--- src/rtl/pc_ctrl_pkg.sv ---
// Shared types and constants for the fetch-stage next-PC controller.
package pc_ctrl_pkg;

  typedef enum logic [1:0] {
    ST_BOOT = 2'd0,
    ST_RUN  = 2'd1,
    ST_HALT = 2'd2
  } state_e;

  localparam logic [31:0] PC_STEP              = 32'd4;
  localparam logic [31:0] DEFAULT_RESET_VECTOR = 32'h0000_0000;
  localparam logic [31:0] DEFAULT_TRAP_VECTOR  = 32'h0000_0100;

  function automatic logic is_misaligned(input logic [31:0] addr);
    return (addr[1:0] != 2'b00);
  endfunction

endpackage

--- src/rtl/sat_counter.sv ---
// Saturating up-counter: advances on inc and sticks at all-ones.
module sat_counter #(
  parameter int CNT_W = 16
) (
  input  logic             clk,
  input  logic             rst,
  input  logic             inc,
  output logic [CNT_W-1:0] cnt
);

  logic [CNT_W-1:0] cnt_q;
  logic [CNT_W-1:0] cnt_d;

  // Next count, held once the all-ones ceiling is reached
  always_comb begin
    cnt_d = cnt_q;
    if (inc && (cnt_q != {CNT_W{1'b1}})) begin
      cnt_d = cnt_q + {{(CNT_W-1){1'b0}}, 1'b1};
    end else begin
      cnt_d = cnt_q;
    end
  end

  // Count register
  always_ff @(posedge clk or negedge rst) begin
    if (!rst) begin
      cnt_q <= '0;
    end else begin
      cnt_q <= cnt_d;
    end
  end

  assign cnt = cnt_q;

endmodule

--- src/rtl/pc_ctrl.sv ---
// Fetch program counter owner: sequential advance, hold, branch/trap redirect,
// pipeline flush strobes, debug halt/resume and a redirect performance counter.
module pc_ctrl
  import pc_ctrl_pkg::*;
#(
  parameter logic [31:0] RESET_VECTOR = DEFAULT_RESET_VECTOR,
  parameter logic [31:0] TRAP_VECTOR  = DEFAULT_TRAP_VECTOR,
  parameter int          CNT_W        = 16
) (
  input  logic             clk,
  input  logic             rst,
  input  logic             stall_i,
  input  logic             br_taken_i,
  input  logic [31:0]      br_target_i,
  input  logic             trap_i,
  input  logic             halt_i,
  input  logic             resume_i,
  input  logic             imem_ready_i,
  output logic [31:0]      pc_out,
  output logic             fetch_valid_o,
  output logic             flush_ifid_o,
  output logic             flush_idex_o,
  output logic             misalign_o,
  output logic [CNT_W-1:0] redirect_cnt_o
);

  state_e      state_q;
  state_e      state_d;
  logic [31:0] pc_q;
  logic [31:0] pc_d;
  logic        fetch_valid_q;
  logic        redirect_s;
  logic        misalign_s;

  // Next-state and next-PC selection; redirects outrank stall and not-ready
  always_comb begin
    state_d    = state_q;
    pc_d       = pc_q;
    redirect_s = 1'b0;
    misalign_s = 1'b0;
    case (state_q)
      ST_BOOT: begin
        state_d = ST_RUN;
      end
      ST_RUN: begin
        if (trap_i) begin
          redirect_s = 1'b1;
          pc_d       = TRAP_VECTOR;
        end else if (br_taken_i) begin
          redirect_s = 1'b1;
          if (is_misaligned(br_target_i)) begin
            misalign_s = 1'b1;
            pc_d       = TRAP_VECTOR;
          end else begin
            pc_d       = br_target_i;
          end
        end else if (stall_i || !imem_ready_i) begin
          pc_d = pc_q;
        end else begin
          pc_d = pc_q + PC_STEP;
        end
        // A redirect in the halting cycle still lands; halt takes effect after it
        if (halt_i) begin
          state_d = ST_HALT;
        end else begin
          state_d = ST_RUN;
        end
      end
      ST_HALT: begin
        if (resume_i) begin
          state_d = ST_RUN;
        end else begin
          state_d = ST_HALT;
        end
      end
      default: begin
        state_d = ST_BOOT;
        pc_d    = RESET_VECTOR;
      end
    endcase
  end

  // State, PC and fetch-valid registers
  always_ff @(posedge clk or negedge rst) begin
    if (!rst) begin
      state_q       <= ST_BOOT;
      pc_q          <= RESET_VECTOR;
      fetch_valid_q <= 1'b0;
    end else begin
      state_q       <= state_d;
      pc_q          <= pc_d;
      fetch_valid_q <= (state_d == ST_RUN);
    end
  end

  sat_counter #(
    .CNT_W (CNT_W)
  ) u_redirect_cnt (
    .clk (clk),
    .rst (rst),
    .inc (redirect_s),
    .cnt (redirect_cnt_o)
  );

  assign pc_out        = pc_q;
  assign fetch_valid_o = fetch_valid_q;
  assign flush_ifid_o  = redirect_s;
  assign flush_idex_o  = redirect_s;
  assign misalign_o    = misalign_s;

endmodule
--- config.mk ---
export PLATFORM = sky130hd
export DESIGN_NAME = pc_ctrl
export DESIGN_NICKNAME = d
export VERILOG_FILES = /design/src/rtl/pc_ctrl_pkg.sv /design/src/rtl/sat_counter.sv /design/src/rtl/pc_ctrl.sv
export SDC_FILE = /design/constraint.sdc
export NUM_CORES = 1
export LEC_CHECK = 0
export ABC_AREA = 1
export CORE_MARGIN = 2
export CORE_UTILIZATION = 50
export DETAILED_ROUTE_END_ITERATION = 16
export PLACE_DENSITY = 0.91
export SYNTH_ARGS = -nofsm -noshare
export SYNTH_HDL_FRONTEND = slang
export SYNTH_SLANG_ARGS = --single-unit
--- constraint.sdc ---
create_clock -name clk -period 1.65 [get_ports clk]
set_input_delay 0.165 -clock clk [delete_from_list [all_inputs] [get_ports clk]]
set_output_delay 0.165 -clock clk [all_outputs]
set_load 0.01 [all_outputs]
# [Word level (Yosys, flattened, before mapping)]
# Cells that the tools add are included.
[classes] add_sub_neg=2 multipliers=0 n_div=0 magnitude_cmp=0 eq_ne=5 n_shift=0 n_mux=15 n_bitwise=1 n_reduce_logical=7
[ops] cell="two-way mux 32 bit" n=4
[ops] cell="case mux 32 bit (2 select lines)" n=1
[ops] cell="adder 32 x 3 -> 32 bit (second input constant)" n=1
[ops] cell="adder 16 x 1 -> 16 bit (second input constant)" n=1
[ops] cell="!= test 16 bit (second input constant)" n=1
[ops] cell="two-way mux 1 bit" n=7
[ops] cell="case mux 2 bit (3 select lines)" n=1
[ops] cell="equality test 2 x 1 -> 1 bit (second input constant)" n=2
[ops] cell="two-way mux 2 bit" n=2
[ops] cell="!= test 4 bit (second input constant)" n=1
[ops] cell="equality test 2 bit (second input constant)" n=1
[ops] cell="logical NOT 2 bit" n=1
[ops] cell="AND reduction 2 bit" n=1
[ops] cell="nonzero test 2 bit" n=1
[ops] cell="OR reduction 2 bit" n=1
[ops] cell="logical AND 1 bit" n=1
[ops] cell="logical NOT 1 bit" n=1
[ops] cell="logical OR 1 bit" n=1
[ops] cell="inverter 1 bit" n=1
[totals] ff_bits=51 latch_bits=0 ram_bits=0 mem_bits_ro=0 in_bits=40 memories=0

# [Depth between registers and ports, before layout]
[logic_depth] word_depth=6 mapped_depth=10 ltp_nobuf=10

# [Cells and area by module]
# Synthesis repeated with hierarchy kept, for this count alone.
[hier_totals] cells_unflattened=569 area_unflattened_um2=3595.9
[modules_own_cells] module="pc_ctrl" instances=1 cells_per_inst=420 area_each_um2=2537.4 seq_area_each_um2=875.8
[modules_own_cells] module="sat_counter" instances=1 cells_per_inst=149 area_each_um2=1058.5 seq_area_each_um2=400.4

# [Worst setup path after synthesis]
# No wires, ideal clock.
[synth_timing] kind="register to register" start="register u_redirect_cnt.cnt_q[0], in the netlist u_redirect_cnt.cnt[0]" end="register u_redirect_cnt.cnt_q[7], in the netlist u_redirect_cnt.cnt[7]" setup_ns=0.120 arrival_time_ns=1.433 setup_slack_ns=0.097 path_stages_with_launch=10 path_buffers=1 synth_period_minus_slack_ns=1.553 path_cell_list="dfrtp_1 -> ha_1 -> nand3_2 -> nor2_2 -> nand3_2 -> nand2_4 -> inv_4 -> buf_6 -> nand3b_1 -> nand2_1"
[synth_between] elab_chain_len=2
[synth_rtl] item="start, declared" line="sat_counter.sv:11" text="logic [CNT_W-1:0] cnt_q;"
[synth_rtl] item="start signal, assigned" line="sat_counter.sv:29" text="cnt_q <= cnt_d;"
[synth_rtl] item="parallel branches: the longest is 2 deep, another holds adder 16 x 1 -> 16 bit"
# Parallel ways; which one is timed is not known.
# A chain may end at the register's enable or synchronous reset.

# [Final worst setup path]
[layout_timing] start="register pc_q[19], in the netlist pc_out[19]" end="output pc_out[19]"
[layout_lines] item="start, declared" line="pc_ctrl.sv:29" text="logic [31:0] pc_q;"
[layout_lines] item="start signal, assigned" line="pc_ctrl.sv:91" text="pc_q <= pc_d;"
[layout_lines] item="end, declared" line="pc_ctrl.sv:19" text="output logic [31:0] pc_out,"
# No word-level cell between the ends.

==> impl_results.md <==
- Synth-to-Final Area Change: 36.4%
- DR WL/cell: 14.0 µm
- Initial Utilization: 52.4%
- HP Class: in2async
- Cell area after layout: 4910 µm²
- Final setup fails: 0
- GRT Total Usage: 26.6%
- Fin nets: 688
- Endpoint class of the critical path: output pin
- Largest net degree at the start of global routing: 52
- CTS tree: done
- CP max stage delay: 530 ps
- Synth cell types: 37
- Worst EP required: 1480 ps
- Average size of a mapped cell: 6.71 µm²
- Max Fanout on Critical Path: 4
- DP HPWL: 7350 µm
- Die height: 88.8 µm
- Clk root buf: clkbuf_8
- Max Clock Skew: 9.62 ps
- Synth Instances: 536
- Die area: 7890 µm²
- Die X: 88.8 µm
- Routed Antenna Nets: 0
- Tot Pwr: 5100 µW
- Critical path launch point type: register
- Maximum vdd drop: 0.517 mV
- Post-synthesis net count: 578
- Critical Path AT: 1440 ps
- CTS HTree Levels: 2
- Ports: 92
- DR iter-0 viols: 324
- Slew margin rel.: 76.3%
- Max-cap viol count: 0
- Buffers on Ports: 91
- GP Congestion: 0.917
- Dpl cell area: 4700 µm²
- RSZ-0062 raised after global routing: yes
- Fin. Hold Viols: 0
- Number of CTS-inserted buffers: 5
- Total clock sinks: 51
- N_diodes: 0
- Clk slew on worst S/H paths: 100 ps
- Worst-Skew Late Latency: 320 ps
- First-pass GRT wire length: 16500 µm
- Syn. warnings: 0
- Status: finished, final reports clean
- Leakage power: 0.00207 µW
- Router iterations before antenna repair: 5
- Max-slew violation count: 0
- Fraction of layout instances using a drive strength above 1: 14.4%
- Slew @ Worst Pin: 353 ps
- Fillcell total: 537
- Maximum buffer depth of the clock tree: 2
- CP max stage cell: clkdlybuf4s50_1
- DR vias/cell: 5.27
- Number of global-route vias before repair: 3574
- Core box area: 6870 µm²
- Critical Path, Cell by Cell: buf_4 -> clkdlybuf4s50_1
- PD cells: 1040 nW/µm²
- Fin crit share: 97.4%
- Via count: 3913
- Seq/Total Area, Yosys: 35.5%
- Fin crit period: 1610 ps
- CP Class: reg2out
- Achievable clock frequency: 0.622 GHz
- Synthesized cell area: 3600 µm²
- Remaining DRCs: 0
- GR Overflow Total: 0
- DRT Wirelength: 10400 µm
- Initial antenna violation count: 0
- Cell row count: 30
- #FFs+latches synth: 51
## area by class of cell
class,count,area (µm²),area share [%]
inverter,57,224,4.56
clock inverter,2,16.3,0.331
multi-input combinational,415,2060,41.9
tap,96,120,2.45
clock buffer,6,82.6,1.68
timing repair buffer,116,1130,23.0
sequential,51,1280,26.0
## flip-flops by register name (all words and copies together) (netlist names)
register,count
pc_out,32
state_q,2
fetch_valid_o,1
u_redirect_cnt.cnt,16
## cell usage after synthesis (all sizes together)
cell type	count	area share, %
inv	57	6.2
nor2	101	14
ha	2	0.70
o21ai	41	6.3
or2	3	0.52
o22ai	1	0.17
nand3	43	6.3
xnor2	4	0.97
mux2i	1	0.28
nand4	5	0.87
dfrtp	51	35
nand2	186	20
buf	8	2.1
nor3	5	0.83
and2	1	0.17
xor2	7	1.7
a21oi	6	1.1
o211ai	3	0.63
nand3b	6	1.3
clkbuf	5	0.52
## layout by cell type, fill, tap and decap left out, types with 2 or more instances in the layout
cell type	instances
a21oi_1	5
buf_12	3
buf_4	21
clkbuf_8	6
clkdlybuf4s50_1	87
dfrtp_1	49
dfrtp_2	2
dlygate4sd2_1	2
inv_1	50
inv_2	5
nand2_1	181
nand2_2	2
nand2_8	2
nand3_1	41
nand3_2	2
nand3b_1	6
nand4_1	5
nor2_1	68
nor2_2	22
nor2_4	10
nor3_1	4
o211ai_1	3
o21ai_0	24
o21ai_1	11
o21ai_2	6
or2_2	2
xnor2_1	4
xor2_1	7
## logic make-up (layout without fill, tap and decap cells)
kind of cell / after synthesis / after routing / synth area share (%)
compound gates: 51 / 51 / 8.28
buf+inv: 70 / 181 / 8.80
simple gates: 350 / 350 / 43.8
mux: 1 / 1 / 0.278
xor+xnor: 11 / 11 / 2.68
flops: 51 / 51 / 35.5
fa+ha+maj: 2 / 2 / 0.695
## metrics by stage
step	cells	setup TNS (ps)	setup slack [ps]	hold WS, ps	utilization (%)
floorplan	536	0	96.9	-131	-
global placement	727	0	10.5	177	68.4
detailed placement	727	-134	-38.8	180	68.4
CTS	740	0	11.6	372	70.5
global route	743	-157	-52.8	395	71.5
finish	743	0	43.3	350	71.5
## report_power, final
part,switching [µW],internal [µW],leakage [µW]
combinational,1320,1140,0.00134
sequential,315,1510,0.000682
clock,471,344,0.0000474
total,2100,3000,0.00207
## repair_timing
item                                    CTS  global route
setup buffers                             4             3
pin swaps                                 1             4
endpoints found under the hold margin    51             0
resized for setup                         5            13
endpoints found under the setup margin    4            20
hold buffers                              1             0
## routing by layer
| layer | wire (µm) | global-route usage [%] | part of all wire, % |
|---|---|---|---|
| met3 | 635 | 3.26 | 6.1 |
| met5 | 0 | 0 | 0 |
| met4 | 274 | 8.40 | 2.6 |
| met1 | 4430 | 35.3 | 43 |
| met2 | 5040 | 45.3 | 49 |
## worst max-delay path, delay by kind of cell (launching register included)
kind / cells / cell delay (ps)
buf+inv: 2 / 690
flops: 1 / 420
## worst paths after layout
check / end / cells after the start / slack [ps] / from
max: pc_out[19] / 2 / 40 / pc_out[19]
min: u_redirect_cnt.cnt[10] / 3 / 350 / rst
max reg2reg: u_redirect_cnt.cnt[3] / 8 / 90 / u_redirect_cnt.cnt[1]
min reg2reg: state_q[1] / 1 / 500 / state_q[0]
max in group asynchronous: pc_out[11] / 3 / 1030 / rst
min in group clk: state_q[0] / 2 / 460 / halt_i
(Power assumes the default switching activity.)
==> RTL edit, RTL diff (config.mk and constraints unchanged) <==
Reset style: synchronous (`rst`), changed in 2 clocked blocks.
--- a/src/rtl/sat_counter.sv
+++ b/src/rtl/sat_counter.sv
@@ -22,7 +22,7 @@
   end
 
   // Count register
-  always_ff @(posedge clk or negedge rst) begin
+  always_ff @(posedge clk) begin
     if (!rst) begin
       cnt_q <= '0;
     end else begin
--- a/src/rtl/pc_ctrl.sv
+++ b/src/rtl/pc_ctrl.sv
@@ -81,7 +81,7 @@
   end
 
   // State, PC and fetch-valid registers
-  always_ff @(posedge clk or negedge rst) begin
+  always_ff @(posedge clk) begin
     if (!rst) begin
       state_q       <= ST_BOOT;
       pc_q          <= RESET_VECTOR;
Check against the original RTL: differs if rst is asserted again (counterexample within 4 cycles, from zero or initial values and one cycle with rst low); with rst held inactive, the same outputs for 10 cycles.
==> RTL edit against the unedited design <==
The run now ends with setup timing left; worst setup slack got worse by 87 ps; hold slack improved by 97 ps; area after synthesis decreased by 7.8%; wire length increased by 17%; synthesized cell count increased by 5.6%; via count increased by 15%; cell area increased by 2.7%; count of clock-buffer cells in the layout increased by 1; critical path depth increased by 6; sequential cell count unchanged; clock skew increased by 0.61 ps; largest cell class unchanged.
Power is not compared: it rests on default switching activity, and its combinational part moved more than twofold at a synthesized area within 25%.
==> RTL edit: results (changes against the unedited design) <==
stage;metric;value;unit;change
setup_path;Slowest-stage cell, CP;dfxtp_1;;
global_route;vias in the first global route;3923;;+9.8%
yosys;dominant cells by area after synthesis;dfxtp_1 31%, nand2_1 20%, nor2_1 11%, a21oi_1 6.6%, nand3_1 6.6%;;
outcome;run status;complete, but fails checks;;
setup_path;CP max stage delay;390;ps;-140 ps
setup_path;delay-heaviest family, CP;compound AO/OA/AOI/OAI gates;;
yosys;top cells by count, synth;177 x nand2_1, 100 x nor2_1, 51 x dfxtp_1, 51 x inv_1;;
yosys;post-synthesis sequential area ratio;30.8;%;-4.7 points
final_layout;Seq/total area;20.5;%;-5.5 points
global_route;met3 usage;5.54;%;+2.3 points
final_layout;nonclk inv count;55;;-3.5%
placed_design;Placed Instances;771;;+6.1%
yosys;top_reg_cell synth;dfxtp_1;;
route;DR iter-0 viols;444;;+37%
global_route;global routing usage on met1;31.9;%;-3.3 points
clock_tree;Root Buffer;clkbuf_8;;
final_layout;Final nets;752;;+9.3%
pwr;P_seq;1.28;mW;
route;met1 wire length;4.38;mm;-1.2%
final_layout;fill count;417;;-22%
route;DR WL/cell;15.5;um;+11%
route;Vias/cell;5.71;;+8.5%
placed_design;pre-CTS setup slack;-194;ps;-155 ps
final_layout;CLK BUF;7;;+1
setup_path;Reg2Reg Launch Point;u_redirect_cnt.cnt[11];;
final_layout;fraction of layout cells with a size suffix above 1;17.0;%;+2.6 points
route;met3 wire len;1.06;mm;+67%
timing;final worst setup slack;-44.1;ps;-87.5 ps
global_route;largest net degree at the start of global routing;45;;-13%
worst_hold_path;Worst Hold Class;reg -> reg;;
timing;hold slack;447;ps;+97.4 ps
timing;Final Skew;10.2;ps;+0.611 ps
final_layout;Reg area;0.00104;mm2;-19%
worst_hold_path;hold path endpoint;pc_out[0];;
global_route;GR Util met2;54.3;%;+8.9 points
placed_design;final HPWL from detailed placement;7.84;mm;+6.7%
outcome;failing checks;setup timing;;
setup_path;CP endpoint;u_redirect_cnt.cnt[11];;
timing;Final setup viols;9;;+9
yosys;syn_nets;608;;+5.2%
placed_design;DP Area;0.00469;mm2;about the same
yosys;Mean Syn Cell Area;5.86;um2;-13%
final_layout;Layout Cells excl Fill;788;;+6.1%
clock_tree;clock buffer depth;2;;unchanged
timing;Setup TNS;-168;ps;-168 ps
final_layout;multi-input combinational area share;42.6;%;+0.71 points
setup_path;peak fanout along the critical path;8;;+4
final_layout;Non-clock buffers;156;;+34%
setup_path;Crit Path Category;reg -> reg;;
setup_path;Worst EP arrival;1950;ps;+510 ps
placed_design;Routability Congestion;0.999;;+8.9%
final_layout;seq_cells;51;;unchanged
global_route;Global Route Usage Sum;29.0;%;+2.3 points
-- RTL edit: cell types whose count changed in the layout (fill, tap and decap cells not counted), moves of 6 or more --
cell     before  now
dfrtp_1      49    0
nor2_2       22    7
nor2_1       68   91
o21ai_1      11    1
o21ai_2       6    0
a21oi_1       5   43
dfxtp_1       0   41
o21ai_0      24   18
buf_4        21   58
nand2_1     181  172
dfxtp_2       0    9
-- RTL edit: repair_timing --
action,4_1_cts,5_1_grt
resized for setup,10,47
hold buffers,0,0
setup buffers,0,9
pin swaps,1,11
endpoints found under the setup margin,19,45
-- RTL edit: cells by family after synthesis --
family	after synthesis	share of synthesized area (%)
simple gates	356	44.8
buf+inv	74	8.97
compound gates	73	12.1
flops	51	30.8
xor+xnor	10	2.64
fa+ha+maj	2	0.754
